$ cat config.mk
export PLATFORM = sky130hd
export DESIGN_NAME = pll_phase_ctrl
export DESIGN_NICKNAME = d
export VERILOG_FILES = /design/src/rtl/pll_phase_ctrl_pkg.sv /design/src/rtl/pll_phase_ctrl_lock_qualifier.sv /design/src/rtl/pll_phase_ctrl.sv
export SDC_FILE = /design/constraint.sdc
export NUM_CORES = 1
export LEC_CHECK = 0
export ABC_AREA = 1
export BUFFER_PORTS_ARGS = -buffer_cell sky130_fd_sc_hd__buf_2
export CAP_MARGIN = 20
export CORE_MARGIN = 2
export CORE_UTILIZATION = 39
export CTS_CLUSTER_SIZE = 20
export DETAILED_ROUTE_END_ITERATION = 6
export PLACE_DENSITY_LB_ADDON = 0.1
export SLEW_MARGIN = 25
export SYNTH_ARGS = -nofsm -noshare
export SYNTH_HDL_FRONTEND = slang
export SYNTH_SLANG_ARGS = --single-unit
$ cat constraint.sdc
create_clock -name clk_i -period 1.9 [get_ports clk_i]
set_input_delay 0.38 -clock clk_i [delete_from_list [all_inputs] [get_ports clk_i]]
set_output_delay 0.38 -clock clk_i [all_outputs]
set_load 0.01 [all_outputs]
$ cat src/rtl/pll_phase_ctrl_pkg.sv
// Shared types and helpers for the PLL phase/reset sequencer.
//   state_e         sequencer states
//   SEL_*           PHASESEL1:0 codes for the EHXPLLL outputs
//   cnt_w / imax    counter sizing helpers
package pll_phase_ctrl_pkg;

   typedef enum logic [3:0] {
      ST_RESET,
      ST_WAIT_LOCK,
      ST_IDLE,
      ST_SETUP,
      ST_STEP_LO,
      ST_STEP_HI,
      ST_LOAD_LO,
      ST_LOAD_HI,
      ST_SETTLE,
      ST_DONE
   } state_e;

   localparam logic [1:0] SEL_CLKOS  = 2'd0;
   localparam logic [1:0] SEL_CLKOS2 = 2'd1;
   localparam logic [1:0] SEL_CLKOS3 = 2'd2;
   localparam logic [1:0] SEL_CLKOP  = 2'd3;

   // Width for a counter that runs 0 .. max_val-1.
   function automatic int cnt_w(input int max_val);
      return (max_val < 2) ? 1 : $clog2(max_val);
   endfunction

   function automatic int imax(input int a, input int b);
      return (a > b) ? a : b;
   endfunction

endpackage

$ cat src/rtl/pll_phase_ctrl_lock_qualifier.sv
// Lock qualifier for the PLL LOCK pin.
// Synchronises the asynchronous LOCK input, counts consecutive synced-high
// cycles and total cycles while the sequencer waits for lock, and derives the
// qualified-lock and lock-loss indications.
// Ports:
//   clk_i, rst_n_i   reference clock, synchronous active-low reset
//   pll_locked_i     raw PLL LOCK (asynchronous)
//   wait_lock_i      sequencer is in WAIT_LOCK
//   active_i         sequencer is in IDLE..DONE (lock already qualified)
//   lk_s_o           synchronised LOCK
//   qual_o           LOCK_STABLE consecutive high cycles reached this cycle
//   timeout_o        LOCK_TIMEOUT cycles spent waiting, reached this cycle
//   locked_o         qualified lock
//   lockloss_o       qualified lock lost this cycle
module lock_qualifier #(
   parameter int LOCK_STABLE  = 1024,
   parameter int LOCK_TIMEOUT = 65536,
   parameter int CW           = 16
) (
   input  logic clk_i,
   input  logic rst_n_i,
   input  logic pll_locked_i,
   input  logic wait_lock_i,
   input  logic active_i,
   output logic lk_s_o,
   output logic qual_o,
   output logic timeout_o,
   output logic locked_o,
   output logic lockloss_o
);

   localparam logic [CW-1:0] STABLE_TC  = CW'(LOCK_STABLE - 1);
   localparam logic [CW-1:0] TIMEOUT_TC = CW'(LOCK_TIMEOUT - 1);

   logic          lk_meta_q, lk_s_q;
   logic [CW-1:0] stable_q, stable_d;
   logic [CW-1:0] to_q, to_d;

   always_ff @(posedge clk_i) begin
      if (!rst_n_i) begin
         lk_meta_q <= 1'b0;
         lk_s_q    <= 1'b0;
         stable_q  <= '0;
         to_q      <= '0;
      end else begin
         lk_meta_q <= pll_locked_i;
         lk_s_q    <= lk_meta_q;
         stable_q  <= stable_d;
         to_q      <= to_d;
      end
   end

   assign qual_o    = wait_lock_i && lk_s_q && (stable_q == STABLE_TC);
   assign timeout_o = wait_lock_i && (to_q == TIMEOUT_TC);

   // Both counters only live while waiting; they drop to zero the moment the
   // wait ends so the next wait starts clean.
   always_comb begin
      stable_d = '0;
      to_d     = '0;
      if (wait_lock_i && !qual_o && !timeout_o) begin
         to_d = to_q + CW'(1);
         if (lk_s_q) begin
            stable_d = stable_q + CW'(1);
         end
      end
   end

   assign lk_s_o     = lk_s_q;
   assign locked_o   = active_i && lk_s_q;
   assign lockloss_o = active_i && !lk_s_q;

endmodule

$ cat src/rtl/pll_phase_ctrl.sv
// Sequencer for the ECP5 EHXPLLL reset and dynamic-phase pins, clocked from
// the PLL reference clock. Resets the PLL, qualifies lock, recovers from lock
// loss and runs phase-step requests taken over a valid/ready handshake.
// Optional: define PLL_PHASE_CTRL_TRACK_EN to add phase_acc_o, one signed
// (STEPW+4)-bit saturating step accumulator per PHASESEL code.
// Ports:
//   clk_i, rst_n_i          reference clock, synchronous active-low reset
//   pll_locked_i            PLL LOCK (asynchronous)
//   pll_rst_o               PLL RST, active high
//   phasesel_o, phasedir_o  PHASESEL1:0 (00 CLKOS .. 11 CLKOP), PHASEDIR
//   phasestep_o             PHASESTEP, idle high, active-low pulses
//   phaseloadreg_o          PHASELOADREG, idle high, active-low pulse
//   req_valid_i/req_ready_o request handshake
//   req_sel_i/dir_i/steps_i request fields, stable while valid
//   done_o                  one-cycle pulse when a request completes
//   locked_o, lockloss_o    qualified lock, one-cycle lock-loss pulse
//   phase_acc_o             step accumulators (TRACK_EN builds only)
//
// state      | meaning
// RESET      | pll_rst high for RST_CYCLES
// WAIT_LOCK  | waiting for LOCK_STABLE synced-high cycles or timeout
// IDLE       | locked, ready for a request
// SETUP      | sel/dir driven, settle before the first step edge
// STEP_LO    | phasestep low
// STEP_HI    | phasestep high, one step retired at the end
// LOAD_LO    | phaseloadreg low
// LOAD_HI    | phaseloadreg high
// SETTLE     | wait for the new phase to settle
// DONE       | done pulse
module pll_phase_ctrl
   import pll_phase_ctrl_pkg::*;
#(
   parameter int RST_CYCLES    = 16,
   parameter int LOCK_STABLE   = 1024,
   parameter int LOCK_TIMEOUT  = 65536,
   parameter int STEP_CYCLES   = 4,
   parameter int SETTLE_CYCLES = 64,
   parameter int STEPW         = 8
) (
   input  logic             clk_i,
   input  logic             rst_n_i,
   input  logic             pll_locked_i,
   output logic             pll_rst_o,
   output logic [1:0]       phasesel_o,
   output logic             phasedir_o,
   output logic             phasestep_o,
   output logic             phaseloadreg_o,
   input  logic             req_valid_i,
   output logic             req_ready_o,
   input  logic [1:0]       req_sel_i,
   input  logic             req_dir_i,
   input  logic [STEPW-1:0] req_steps_i,
   output logic             done_o,
   output logic             locked_o,
   output logic             lockloss_o
`ifdef PLL_PHASE_CTRL_TRACK_EN
   ,
   output logic [4*(STEPW+4)-1:0] phase_acc_o
`endif
);

   localparam int CNT_MAX = imax(imax(imax(RST_CYCLES, LOCK_STABLE),
                                      imax(LOCK_TIMEOUT, STEP_CYCLES)),
                                 SETTLE_CYCLES);
   localparam int CW = cnt_w(CNT_MAX);

   localparam logic [CW-1:0] TC_RST    = CW'(RST_CYCLES - 1);
   localparam logic [CW-1:0] TC_STEP   = CW'(STEP_CYCLES - 1);
   localparam logic [CW-1:0] TC_SETTLE = CW'(SETTLE_CYCLES - 1);

   state_e           state_q, state_d;
   logic [CW-1:0]    tmr_q, tmr_d;
   logic [1:0]       sel_q, sel_d;
   logic             dir_q, dir_d;
   logic [STEPW-1:0] steps_q, steps_d;

   logic lk_s, qual, timeout, lockloss, active;

   assign active = (state_q != ST_RESET) && (state_q != ST_WAIT_LOCK);

   lock_qualifier #(
      .LOCK_STABLE  (LOCK_STABLE),
      .LOCK_TIMEOUT (LOCK_TIMEOUT),
      .CW           (CW)
   ) u_lock_qualifier (
      .clk_i        (clk_i),
      .rst_n_i      (rst_n_i),
      .pll_locked_i (pll_locked_i),
      .wait_lock_i  (state_q == ST_WAIT_LOCK),
      .active_i     (active),
      .lk_s_o       (lk_s),
      .qual_o       (qual),
      .timeout_o    (timeout),
      .locked_o     (locked_o),
      .lockloss_o   (lockloss)
   );

   always_ff @(posedge clk_i) begin
      if (!rst_n_i) begin
         state_q <= ST_RESET;
         tmr_q   <= '0;
         sel_q   <= SEL_CLKOS;
         dir_q   <= 1'b0;
         steps_q <= '0;
      end else begin
         state_q <= state_d;
         tmr_q   <= tmr_d;
         sel_q   <= sel_d;
         dir_q   <= dir_d;
         steps_q <= steps_d;
      end
   end

   always_comb begin
      state_d        = state_q;
      tmr_d          = tmr_q + CW'(1);
      sel_d          = sel_q;
      dir_d          = dir_q;
      steps_d        = steps_q;
      pll_rst_o      = 1'b0;
      phasestep_o    = 1'b1;
      phaseloadreg_o = 1'b1;
      req_ready_o    = 1'b0;
      done_o         = 1'b0;

      unique case (state_q)
         ST_RESET: begin
            pll_rst_o = 1'b1;
            if (tmr_q == TC_RST) state_d = ST_WAIT_LOCK;
         end
         ST_WAIT_LOCK: begin
            tmr_d = '0;
            if (qual)         state_d = ST_IDLE;
            else if (timeout) state_d = ST_RESET;
         end
         ST_IDLE: begin
            tmr_d = '0;
            // Not ready on a lock-loss cycle, so a request is never taken
            // and then silently dropped by the forced reset.
            req_ready_o = lk_s;
            if (req_valid_i && lk_s) begin
               sel_d   = req_sel_i;
               dir_d   = req_dir_i;
               steps_d = req_steps_i;
               state_d = ST_SETUP;
            end
         end
         ST_SETUP: begin
            if (tmr_q == TC_STEP) state_d = (steps_q != '0) ? ST_STEP_LO : ST_DONE;
         end
         ST_STEP_LO: begin
            phasestep_o = 1'b0;
            if (tmr_q == TC_STEP) state_d = ST_STEP_HI;
         end
         ST_STEP_HI: begin
            if (tmr_q == TC_STEP) begin
               if (steps_q != '0) steps_d = steps_q - STEPW'(1);
               state_d = (steps_q <= STEPW'(1)) ? ST_LOAD_LO : ST_STEP_LO;
            end
         end
         ST_LOAD_LO: begin
            phaseloadreg_o = 1'b0;
            if (tmr_q == TC_STEP) state_d = ST_LOAD_HI;
         end
         ST_LOAD_HI: begin
            if (tmr_q == TC_STEP) state_d = ST_SETTLE;
         end
         ST_SETTLE: begin
            if (tmr_q == TC_SETTLE) state_d = ST_DONE;
         end
         ST_DONE: begin
            done_o  = 1'b1;
            state_d = ST_IDLE;
         end
         default: state_d = ST_RESET;
      endcase

      // Lock loss wins over everything: pulses release high in the same cycle
      // and any in-flight request is dropped without done.
      if (lockloss) begin
         state_d        = ST_RESET;
         phasestep_o    = 1'b1;
         phaseloadreg_o = 1'b1;
         req_ready_o    = 1'b0;
         done_o         = 1'b0;
      end

      if (state_d != state_q) tmr_d = '0;
   end

   assign phasesel_o = sel_q;
   assign phasedir_o = dir_q;
   assign lockloss_o = lockloss;

`ifdef PLL_PHASE_CTRL_TRACK_EN
   localparam int AW = STEPW + 4;
   localparam logic [AW-1:0] ACC_MAX = {1'b0, {(AW-1){1'b1}}};
   localparam logic [AW-1:0] ACC_MIN = {1'b1, {(AW-1){1'b0}}};

   logic [AW-1:0] acc_q [4];
   logic [AW-1:0] acc_cur, acc_nxt;
   logic          step_done;

   // A step counts only once its high phase completes with lock still valid.
   assign step_done = (state_q == ST_STEP_HI) && (tmr_q == TC_STEP) && lk_s;
   assign acc_cur   = acc_q[sel_q];

   always_comb begin
      acc_nxt = acc_cur;
      if (dir_q && (acc_cur != ACC_MAX))       acc_nxt = acc_cur + AW'(1);
      else if (!dir_q && (acc_cur != ACC_MIN)) acc_nxt = acc_cur - AW'(1);
   end

   // Cleared by rst_n only; a PLL reset leaves the history intact.
   always_ff @(posedge clk_i) begin
      if (!rst_n_i) begin
         for (int i = 0; i < 4; i++) acc_q[i] <= '0;
      end else if (step_done) begin
         acc_q[sel_q] <= acc_nxt;
      end
   end

   assign phase_acc_o = {acc_q[3], acc_q[2], acc_q[1], acc_q[0]};
`endif

endmodule

# Yosys cells after proc, flatten, opt, wreduce, memory -nomap -nowiden
# Index checks and enable logic that the tools add are counted.
# W data, S select, Z words.
[word_totals]
mem_count = 0
mem_bits_ro = 0
word_cells = 82
latch_bits = 0
regBits = 65
ram_bits = 0
input_bits = 15
out_inout_bits = 10
[classes]
shift = 0
n_div = 0
mul = 0
n_addsub = 4
magnitude_cmp = 1
muxes = 27
n_bitwise = 1
eq_ne = 19
n_reduce_logical = 21
[ops]
columns = ["op", "count"]
rows = [
  ["$add A16 B1 Y16 const B", 3],
  ["$mux W4", 12],
  ["$pmux W4 S10", 1],
  ["$mux W8", 3],
  ["$eq A16 B10 Y1 const B", 1],
  ["$eq A16 B16 Y1 const B", 1],
  ["$eq A16 B2 Y1 const B", 1],
  ["$eq A16 B4 Y1 const B", 1],
  ["$eq A16 B6 Y1 const B", 1],
  ["$eq A4 B3 Y1 const B", 4],
  ["$pmux W8 S2", 1],
  ["$logic_and A1 B1 Y1", 9],
  ["$mux W1", 9],
  ["$eq A4 B2 Y1 const B", 2],
  ["$eq A4 B4 Y1 const B", 2],
  ["$le A8 B1 Y1 const B", 1],
  ["$reduce_bool A8 Y1", 1],
  ["$sub A8 B1 Y8 const B", 1],
  ["$ne A2 B2 Y1 const B", 3],
  ["$eq A4 B1 Y1 const B", 1],
  ["$logic_not A4 Y1", 1],
  ["$ne A4 B1 Y1 const B", 1],
  ["$ne A4 B4 Y1", 1],
  ["$reduce_and A2 Y1", 2],
  ["8 further kinds", 10],
]

# Logic depth before layout (Yosys ltp)
# Gate-level depths: netlist of run 1.
[depth]
ltp_word = 8
depth_mapped = 16
depth_no_buf = 15

# Modules after synthesis
# Synthesis of run 1 repeated with hierarchy kept, for this count alone.
[unflattened]
cells_unflattened = 531
area_unflattened_um2 = 3754.9
[modules_own_cells]
columns = ["module", "cells_per_inst", "seq_area_each_um2", "n_inst", "area_each_um2"]
rows = [
  ["pll_phase_ctrl", 276, 620.6, 1, 1960.6],
  ["lock_qualifier", 255, 680.7, 1, 1794.2],
]

# Worst setup path after synthesis of run 1
# OpenSTA, ideal clock, no wires.
[synth_timing]
kind = "register -> register"
startpoint = "register tmr_q[0]"
endpoint = "register tmr_q[14]"
setup_slack_ns = 0.059
n_path_buf = 0
path_stages_with_launch = 10
setup_ns = 0.120
synth_period_minus_slack_ns = 1.841
arrival_ns = 1.721
required_time_ns = 1.780
path_cell_list = "dfxtp_1 -> ha_1 -> nand3_1 -> nor3_2 -> nand2_1 -> nor3_2 -> nand3_1 -> nor2_1 -> xor2_1 -> nor2_4"
[synth_via]
elab_chain_len = 6
word_cells_on_any_way = 15
classes_between = "add/sub (1); eq/ne (4); mux (9); reduce/logical (1)"
[synth_rtl]
columns = ["element", "line", "source"]
rows = [
  ["start, declared", "pll_phase_ctrl.sv:72", "logic [CW-1:0] tmr_q, tmr_d;"],
  ["start signal, assigned", "pll_phase_ctrl.sv:107", "tmr_q <= tmr_d;"],
  ["$eq A16 B6 Y1 (tied with other cells)", "pll_phase_ctrl.sv:169", "if (tmr_q == TC_SETTLE) state_d = ST_DONE;"],
  ["$mux W4 (tied with other cells)", "pll_phase_ctrl.sv:169", ""],
  ["$pmux W4 S10", "pll_phase_ctrl.sv:126", "unique case (state_q)"],
  ["$mux W4", "pll_phase_ctrl.sv:180", "if (lockloss) begin"],
  ["$ne A4 B4 Y1", "pll_phase_ctrl.sv:188", "if (state_d != state_q) tmr_d = '0;"],
  ["$reduce_or A4 Y1 (no source line)", "n/a", ""],
]
# Several ways; a longest one is shown, not always the timed one.
# A chain may end at the register's enable or synchronous reset.

# Worst setup path after layout of run 1
[layout_timing]
startpoint = "register tmr_q[1]"
endpoint = "register tmr_q[3]"
# Same word-level chain as after synthesis.

==> results.sh, run 1 <==
export IMPL_clockBufferDepth=2
export IMPL_grt_first_pass_wirelength_um=12700
export IMPL_cpMostUsedCell="nor2_4"
export IMPL_syn2layout_area_growth_pct=35.0
export IMPL_powerDensity_nw_per_um2=560
export IMPL_grt_antenna_before_repair=0
export IMPL_cp_slowest_cell="dfxtp_2"
export IMPL_crit_buf_inv=1
export IMPL_clkLatencyLatePin_ns=0.34
export IMPL_max_freq_mhz=536
export IMPL_clk_pin_slew_ns=0.07
export IMPL_vias_per_cell=4.68
export IMPL_slew_headroom=0.820
export IMPL_routabilityCongestion=0.808
export IMPL_finalHoldViolCount=0
export IMPL_finalCritPeriodShare=0.981
export IMPL_maxSlewViolCount=0
export IMPL_drc_errors=0
export IMPL_fin_util=0.550
export IMPL_grt_overflow=0
export IMPL_setup_viol=0
export IMPL_root_buffer="clkbuf_8"
export IMPL_avgSynthCellArea_um2=7.27
export IMPL_ir_drop_mv=0.305
export IMPL_ys_ff_latch=65
export IMPL_num_io_pins=25
export IMPL_tritoncts="done"
export IMPL_worstMarginPinSlew_ns=0.268
export IMPL_required_ns=2.18
export IMPL_crit_chain="ha_4, nand2_4, nor2_4, nand2_4, nor2_4, nand3_2, nand2_1, nand2_1, nand2_1, nand3_2, nor2_4, buf_12, nand2_8, nor2_4"
export IMPL_ys_types=34
export IMPL_vias=3134
export IMPL_cp_top_family="simple AND/OR/NAND/NOR gates"
export IMPL_cts_sinks=65
export IMPL_core_um2=8300
export IMPL_arrival_ns=2.14
export IMPL_finClkSkew_ns=0.00654
export IMPL_dieHeight_um=97.1
export IMPL_cts_htree_levels=3
export IMPL_rsz0062_at_grt="yes"
export IMPL_grt_max_degree=13
export IMPL_wirelength_um=7670
export IMPL_dieArea_um2=9420
export IMPL_grt_pass1_vias=2979
export IMPL_hpwlAfterDp_um=5370
export IMPL_crit_type="flop to flop"
export IMPL_synthArstFlopShare=0
export IMPL_hold_class="input port to flop"
export IMPL_antenna_cells=0
export IMPL_stdcell_area_um2=4560
export IMPL_crit_fanout=8
export IMPL_status="complete, no violations"
export IMPL_post_drt_wl_per_cell_um=11.5
export IMPL_critPathMaxStageDelay_ns=0.36
export IMPL_io_buffers=24
export IMPL_synth_main_ff_cell="dfxtp_1"
export IMPL_grt_total_usage=0.162
export IMPL_ys_seq_area_frac=0.385
export IMPL_netlist_instances=465
export IMPL_syn_num_nets=485
export IMPL_dpl_instance_area_um2=4000
export IMPL_ys_warn_count=0
export IMPL_total_power_mw=2.55
export IMPL_synth_edf_count=0
export IMPL_cap_viol_max_count=0
export IMPL_final_nets=580
export IMPL_first_iter_violations=63
export IMPL_syn_cell_area_um2=3380
export IMPL_min_period_ns=1.86
export IMPL_final_antenna_net_count=0
export IMPL_firstDrtPassIters=4
export IMPL_drive_above_1_share=0.359
export IMPL_start_util=0.407
export IMPL_critPathLaunchType="flop"
export IMPL_end_kind="flop"
export IMPL_die_width_um=97.1
export IMPL_rows=33
export IMPL_cellLeakagePower_nw=1.90
export IMPL_numCtsBuffers=9
[report_power, final]
part | leakage [nW] | switching (mW) | internal [mW] | total, mW
Clock | 0.0867 | 0.520 | 0.545 | 1.07
Combinational | 1.28 | 0.0587 | 0.0510 | 0.110
Sequential | 0.531 | 0.00889 | 1.37 | 1.38
[through the flow]
stage	setup TNS (ns)	setup WS, ns	hold slack, ns	std cells
2_1_floorplan	0	0.0587	0.390	465
3_3_place_gp	-0.914	-0.0655	0.411	643
3_5_place_dp	-2.11	-0.155	0.405	643
4_1_cts	-0.0124	-0.0124	0.209	664
5_1_grt	-1.29	-0.110	0.263	670
6_report	0	0.0356	0.224	670
[flip-flops by register name, summed over array words and instances, names as in the netlist]
name	count
u_lock_qualifier.lk_s_o	1
phasesel_o	2
phasedir_o	1
u_lock_qualifier.stable_q	16
tmr_q	16
steps_q	8
u_lock_qualifier.lk_meta_q	1
u_lock_qualifier.to_q	16
state_q	4
[cell families (layout without fill, tap and decap cells)]
| group | Yosys count | in the layout | share of synthesized area |
|---|---|---|---|
| XOR/XNOR | 30 | 30 | 0.0778 |
| adder cells (fa/ha/maj) | 5 | 5 | 0.0185 |
| flip-flops | 65 | 65 | 0.385 |
| AND/OR/NAND/NOR | 254 | 255 | 0.365 |
| AO/OA/AOI/OAI | 45 | 45 | 0.0741 |
| buffers and inverters | 66 | 165 | 0.0793 |
[worst reg2reg max path, stage by stage (launching register included)]
cell and delay, ns:
dfxtp_2 0.36, ha_4 0.17, nand2_4 0.06, nor2_4 0.14, nand2_4 0.10, nor2_4 0.14
nand3_2 0.06, nand2_1 0.07, nand2_1 0.06, nand2_1 0.08, nand3_2 0.08, nor2_4 0.13
buf_12 0.13, nand2_8 0.12, nor2_4 0.12
[cells in the mapped netlist, drive strengths merged, types with 4 or more instances]
cell / instances / area [um2]
a21oi: 20 / 104
a31oi: 4 / 25.0
buf: 4 / 35.0
dfxtp: 65 / 1300
ha: 5 / 62.6
inv: 59 / 221
nand2: 95 / 379
nand3: 32 / 165
nand4: 12 / 75.1
nor2: 94 / 468
nor3: 15 / 106
o21ai: 15 / 75.1
xnor2: 10 / 87.6
xor2: 20 / 175
[what timing repair did]
item / in CTS / in global routing
pin swaps: 8 / 34
hold buffers: 0 / 0
setup endpoints to repair: 21 / 46
gates resized for setup: 11 / 72
cloned: 1 / 0
buffers inserted: 4 / 6
[cells in the final DEF, fill, tap and decap left out, types with 2 or more instances in the layout]
cell type,synthesis,layout
inv_1,55,52
ha_4,0,3
clkbuf_1,3,3
nand2_1,90,79
nor2_1,76,57
clkbuf_8,0,11
ha_1,5,2
a21oi_1,19,19
nor3b_1,2,2
inv_2,4,7
buf_4,0,64
a31oi_1,4,4
nand2_8,0,2
nand2_2,3,12
or2_2,2,2
nand3_1,31,21
nor3_4,1,3
a211oi_1,2,2
xor2_1,20,19
o21ai_0,15,14
nor2_2,4,15
dfxtp_1,65,51
nor2_4,14,22
nand2_4,2,3
buf_2,3,24
nor3_1,10,9
xnor2_1,10,10
nand3_2,1,11
nand4_1,12,12
dfxtp_2,0,13
nor3_2,4,3
[path summary, 6_finish.rpt]
| path | to | start | slack, ns | cells after the start |
|---|---|---|---|---|
| worst min register to register | u_lock_qualifier.lk_s_o | u_lock_qualifier.lk_meta_q | 0.42 | 2 |
| worst max register to register | tmr_q[3] | tmr_q[1] | 0.04 | 14 |
| worst max-delay path | tmr_q[3] | tmr_q[1] | 0.04 | 14 |
| worst min-delay path | u_lock_qualifier.lk_meta_q | pll_locked_i | 0.22 | 3 |
[area by class of cell]
type	count	area [um2]
Sequential cell	65	1320
Inverter	59	221
Tap cell	105	131
Fill cell	840	3740
Clock inverter	2	12.5
Timing Repair Buffer	90	632
Multi-Input combinational cell	335	2080
Clock buffer	14	163
[per-layer routing]
layer / GRT usage / wire length, um / vias to the layer above
li1: - / - / 1675
met1: 0.209 / 3800 / 1395
met2: 0.259 / 3450 / 52
met4: 0.0650 / 129 / 0
met5: 0 / 0 / -
met3: 0.0388 / 298 / 12
(Power assumes the default switching activity.)
==> run 2: changes to the inputs <==
--- a/config.mk
+++ b/config.mk
@@ -10,2 +10,3 @@
 export CAP_MARGIN = 20
+export CORE_ASPECT_RATIO = 1.2
 export CORE_MARGIN = 2
--- a/constraint.sdc
+++ b/constraint.sdc
@@ -3,2 +3,2 @@
 set_output_delay 0.38 -clock clk_i [all_outputs]
-set_load 0.01 [all_outputs]
+set_load 0.05 [all_outputs]
==> results.sh, run 2 (synthesis gave the netlist of run 1 again) <==
export IMPL_wirelength_um=7750
export IMPL_stdcell_area_um2=4650
export IMPL_grt_total_usage=0.175
export IMPL_clk_pin_slew_ns=0.07
export IMPL_post_drt_wl_per_cell_um=11.3
export IMPL_critPathLaunchType="flop"
export IMPL_grt_antenna_before_repair=0
export IMPL_reg2reg_to="tmr_q[0]"
export IMPL_dp_cells=652
export IMPL_hold_class="input port to flop"
export IMPL_maxSlewViolCount=0
export IMPL_finalHoldViolCount=0
export IMPL_crit_fanout=8
export IMPL_first_iter_violations=105
export IMPL_cap_viol_max_count=0
export IMPL_final_nets=581
export IMPL_num_io_pins=25
export IMPL_crit_type="flop to flop"
export IMPL_routabilityCongestion=0.856
export IMPL_final_antenna_net_count=0
export IMPL_reg_largest_list="tmr_q x16, u_lock_qualifier.stable_q x16, u_lock_qualifier.to_q x16"
export IMPL_max_freq_mhz=537
export IMPL_powerDensity_nw_per_um2=584
export IMPL_io_buffers=24
export IMPL_rr_worst_depth=14
export IMPL_cts_sinks=65
export IMPL_vias_per_cell=4.62
export IMPL_grt_max_degree=13
export IMPL_start_util=0.397
export IMPL_min_from="pll_locked_i"
export IMPL_finalCritPeriodShare=0.980
export IMPL_min_to="u_lock_qualifier.lk_meta_q"
export IMPL_min_period_ns=1.86
export IMPL_r2r_slack_ns=0.04
export IMPL_root_buffer="clkbuf_8"
export IMPL_cellLeakagePower_nw=1.90
export IMPL_syn2layout_area_growth_pct=37.6
export IMPL_layoutNonFillerInstCount=683
export IMPL_rsz0062_at_grt="yes"
export IMPL_grt_overflow=0
export IMPL_setup_viol=0
export IMPL_final_cell_mix="77 x nand2_1, 65 x buf_4, 57 x nor2_1, 52 x inv_1, 52 x dfxtp_1"
export IMPL_required_ns=2.20
export IMPL_end_kind="flop"
export IMPL_dpl_instance_area_um2=4030
export IMPL_nFillCells=872
export IMPL_tritoncts="done"
export IMPL_arrival_ns=2.16
export IMPL_vias=3158
export IMPL_die_width_um=89.0
export IMPL_drive_above_1_share=0.367
export IMPL_drc_errors=0
export IMPL_grt_pass1_vias=3068
export IMPL_rows=37
export IMPL_dieHeight_um=106
export IMPL_critPathMaxStageDelay_ns=0.31
export IMPL_antenna_cells=0
export IMPL_r2r_start="steps_q[0]"
export IMPL_core_um2=8520
export IMPL_grt_first_pass_wirelength_um=13000
export IMPL_cp_slowest_cell="dfxtp_1"
export IMPL_dieArea_um2=9430
export IMPL_mostFrequentLayoutCell="nand2_1"
export IMPL_crit_chain="inv_1, ha_2, buf_4, o21ai_0, nor2_1, nand2_1, nand3_2, nand2_2, nand2_2, nand3_2, nor2_4, buf_12, nand2_8, nor2_4"
export IMPL_multi_input_area_um2=2090
export IMPL_slew_headroom=0.786
export IMPL_setup_ws_ns=0.0376
export IMPL_ir_drop_mv=0.395
export IMPL_ff_latch_area_um2=1320
export IMPL_whs_path_depth=3
export IMPL_finClkSkew_ns=0.0130
export IMPL_cts_hold_buf=0
export IMPL_firstDrtPassIters=4
export IMPL_clockBufferDepth=2
export IMPL_place_ws_ns=-0.137
export IMPL_total_power_mw=2.71
export IMPL_fin_util=0.546
export IMPL_worstMarginPinSlew_ns=0.319
export IMPL_clkLatencyLatePin_ns=0.36
export IMPL_cts_htree_levels=3
export IMPL_status="complete, no violations"
export IMPL_hpwlAfterDp_um=5500
export IMPL_numCtsBuffers=9
## run 2: metal layers
layer,GRT usage,up-vias,part of all wire
met3,0.0373,11,0.028
met4,0.0768,0,0.017
met5,0,-,0
li1,-,1668,-
met1,0.205,1439,0.44
met2,0.302,40,0.51
## run 2: worst max path at each step
stage	from	endpoint	depth (start not counted)
CTS	u_lock_qualifier.to_q[0]	u_lock_qualifier.stable_q[11]	11
global route	u_lock_qualifier.to_q[0]	tmr_q[3]	15
floorplan	state_q[2]	tmr_q[13]	13
detailed placement	u_lock_qualifier.stable_q[1]	tmr_q[10]	14
global placement	u_lock_qualifier.to_q[0]	tmr_q[12]	14
finish	steps_q[0]	tmr_q[0]	14
## run 2: what timing repair did
item                                    CTS  global route
endpoints found under the setup margin   20            55
gates resized for setup                  14            71
cloned                                    1             1
buffers inserted                          5             8
pin swaps                                 9            29
## run 2: through the flow
step / hold slack (ns) / setup TNS [ns]
after floorplan: 0.390 / -0.606
after global placement: 0.401 / -0.996
after detailed placement: 0.404 / -1.72
after CTS: 0.207 / -0.00558
after global routing: 0.247 / -1.31
final: 0.212 / 0
## run 2: cell type report
| class | instances | share of cell area |
|---|---|---|
| sequential | 65 | 0.284 |
| clock inverter | 6 | 0.0145 |
| timing repair inverter | 1 | 0.00162 |
| multi-input combinational | 335 | 0.449 |
| tap | 117 | 0.0315 |
| clock buffer | 10 | 0.0296 |
| inverter | 59 | 0.0477 |
| timing repair buffer | 90 | 0.142 |
## run 2: worst max-delay path: cells and delay by family, from the launching register on
| family | cells | cell delay [ns] |
|---|---|---|
| flip-flops | 1 | 0.31 |
| adder cells (fa/ha/maj) | 1 | 0.19 |
| AND/OR/NAND/NOR | 9 | 0.87 |
| AO/OA/AOI/OAI | 1 | 0.08 |
| buffers and inverters | 3 | 0.34 |
## run 2: report_power, final
| part | internal (mW) | switching [mW] | total [mW] |
|---|---|---|---|
| clock network | 0.643 | 0.586 | 1.23 |
| logic | 0.0498 | 0.0567 | 0.107 |
| registers | 1.37 | 0.00846 | 1.38 |
| total | 2.06 | 0.651 | 2.71 |
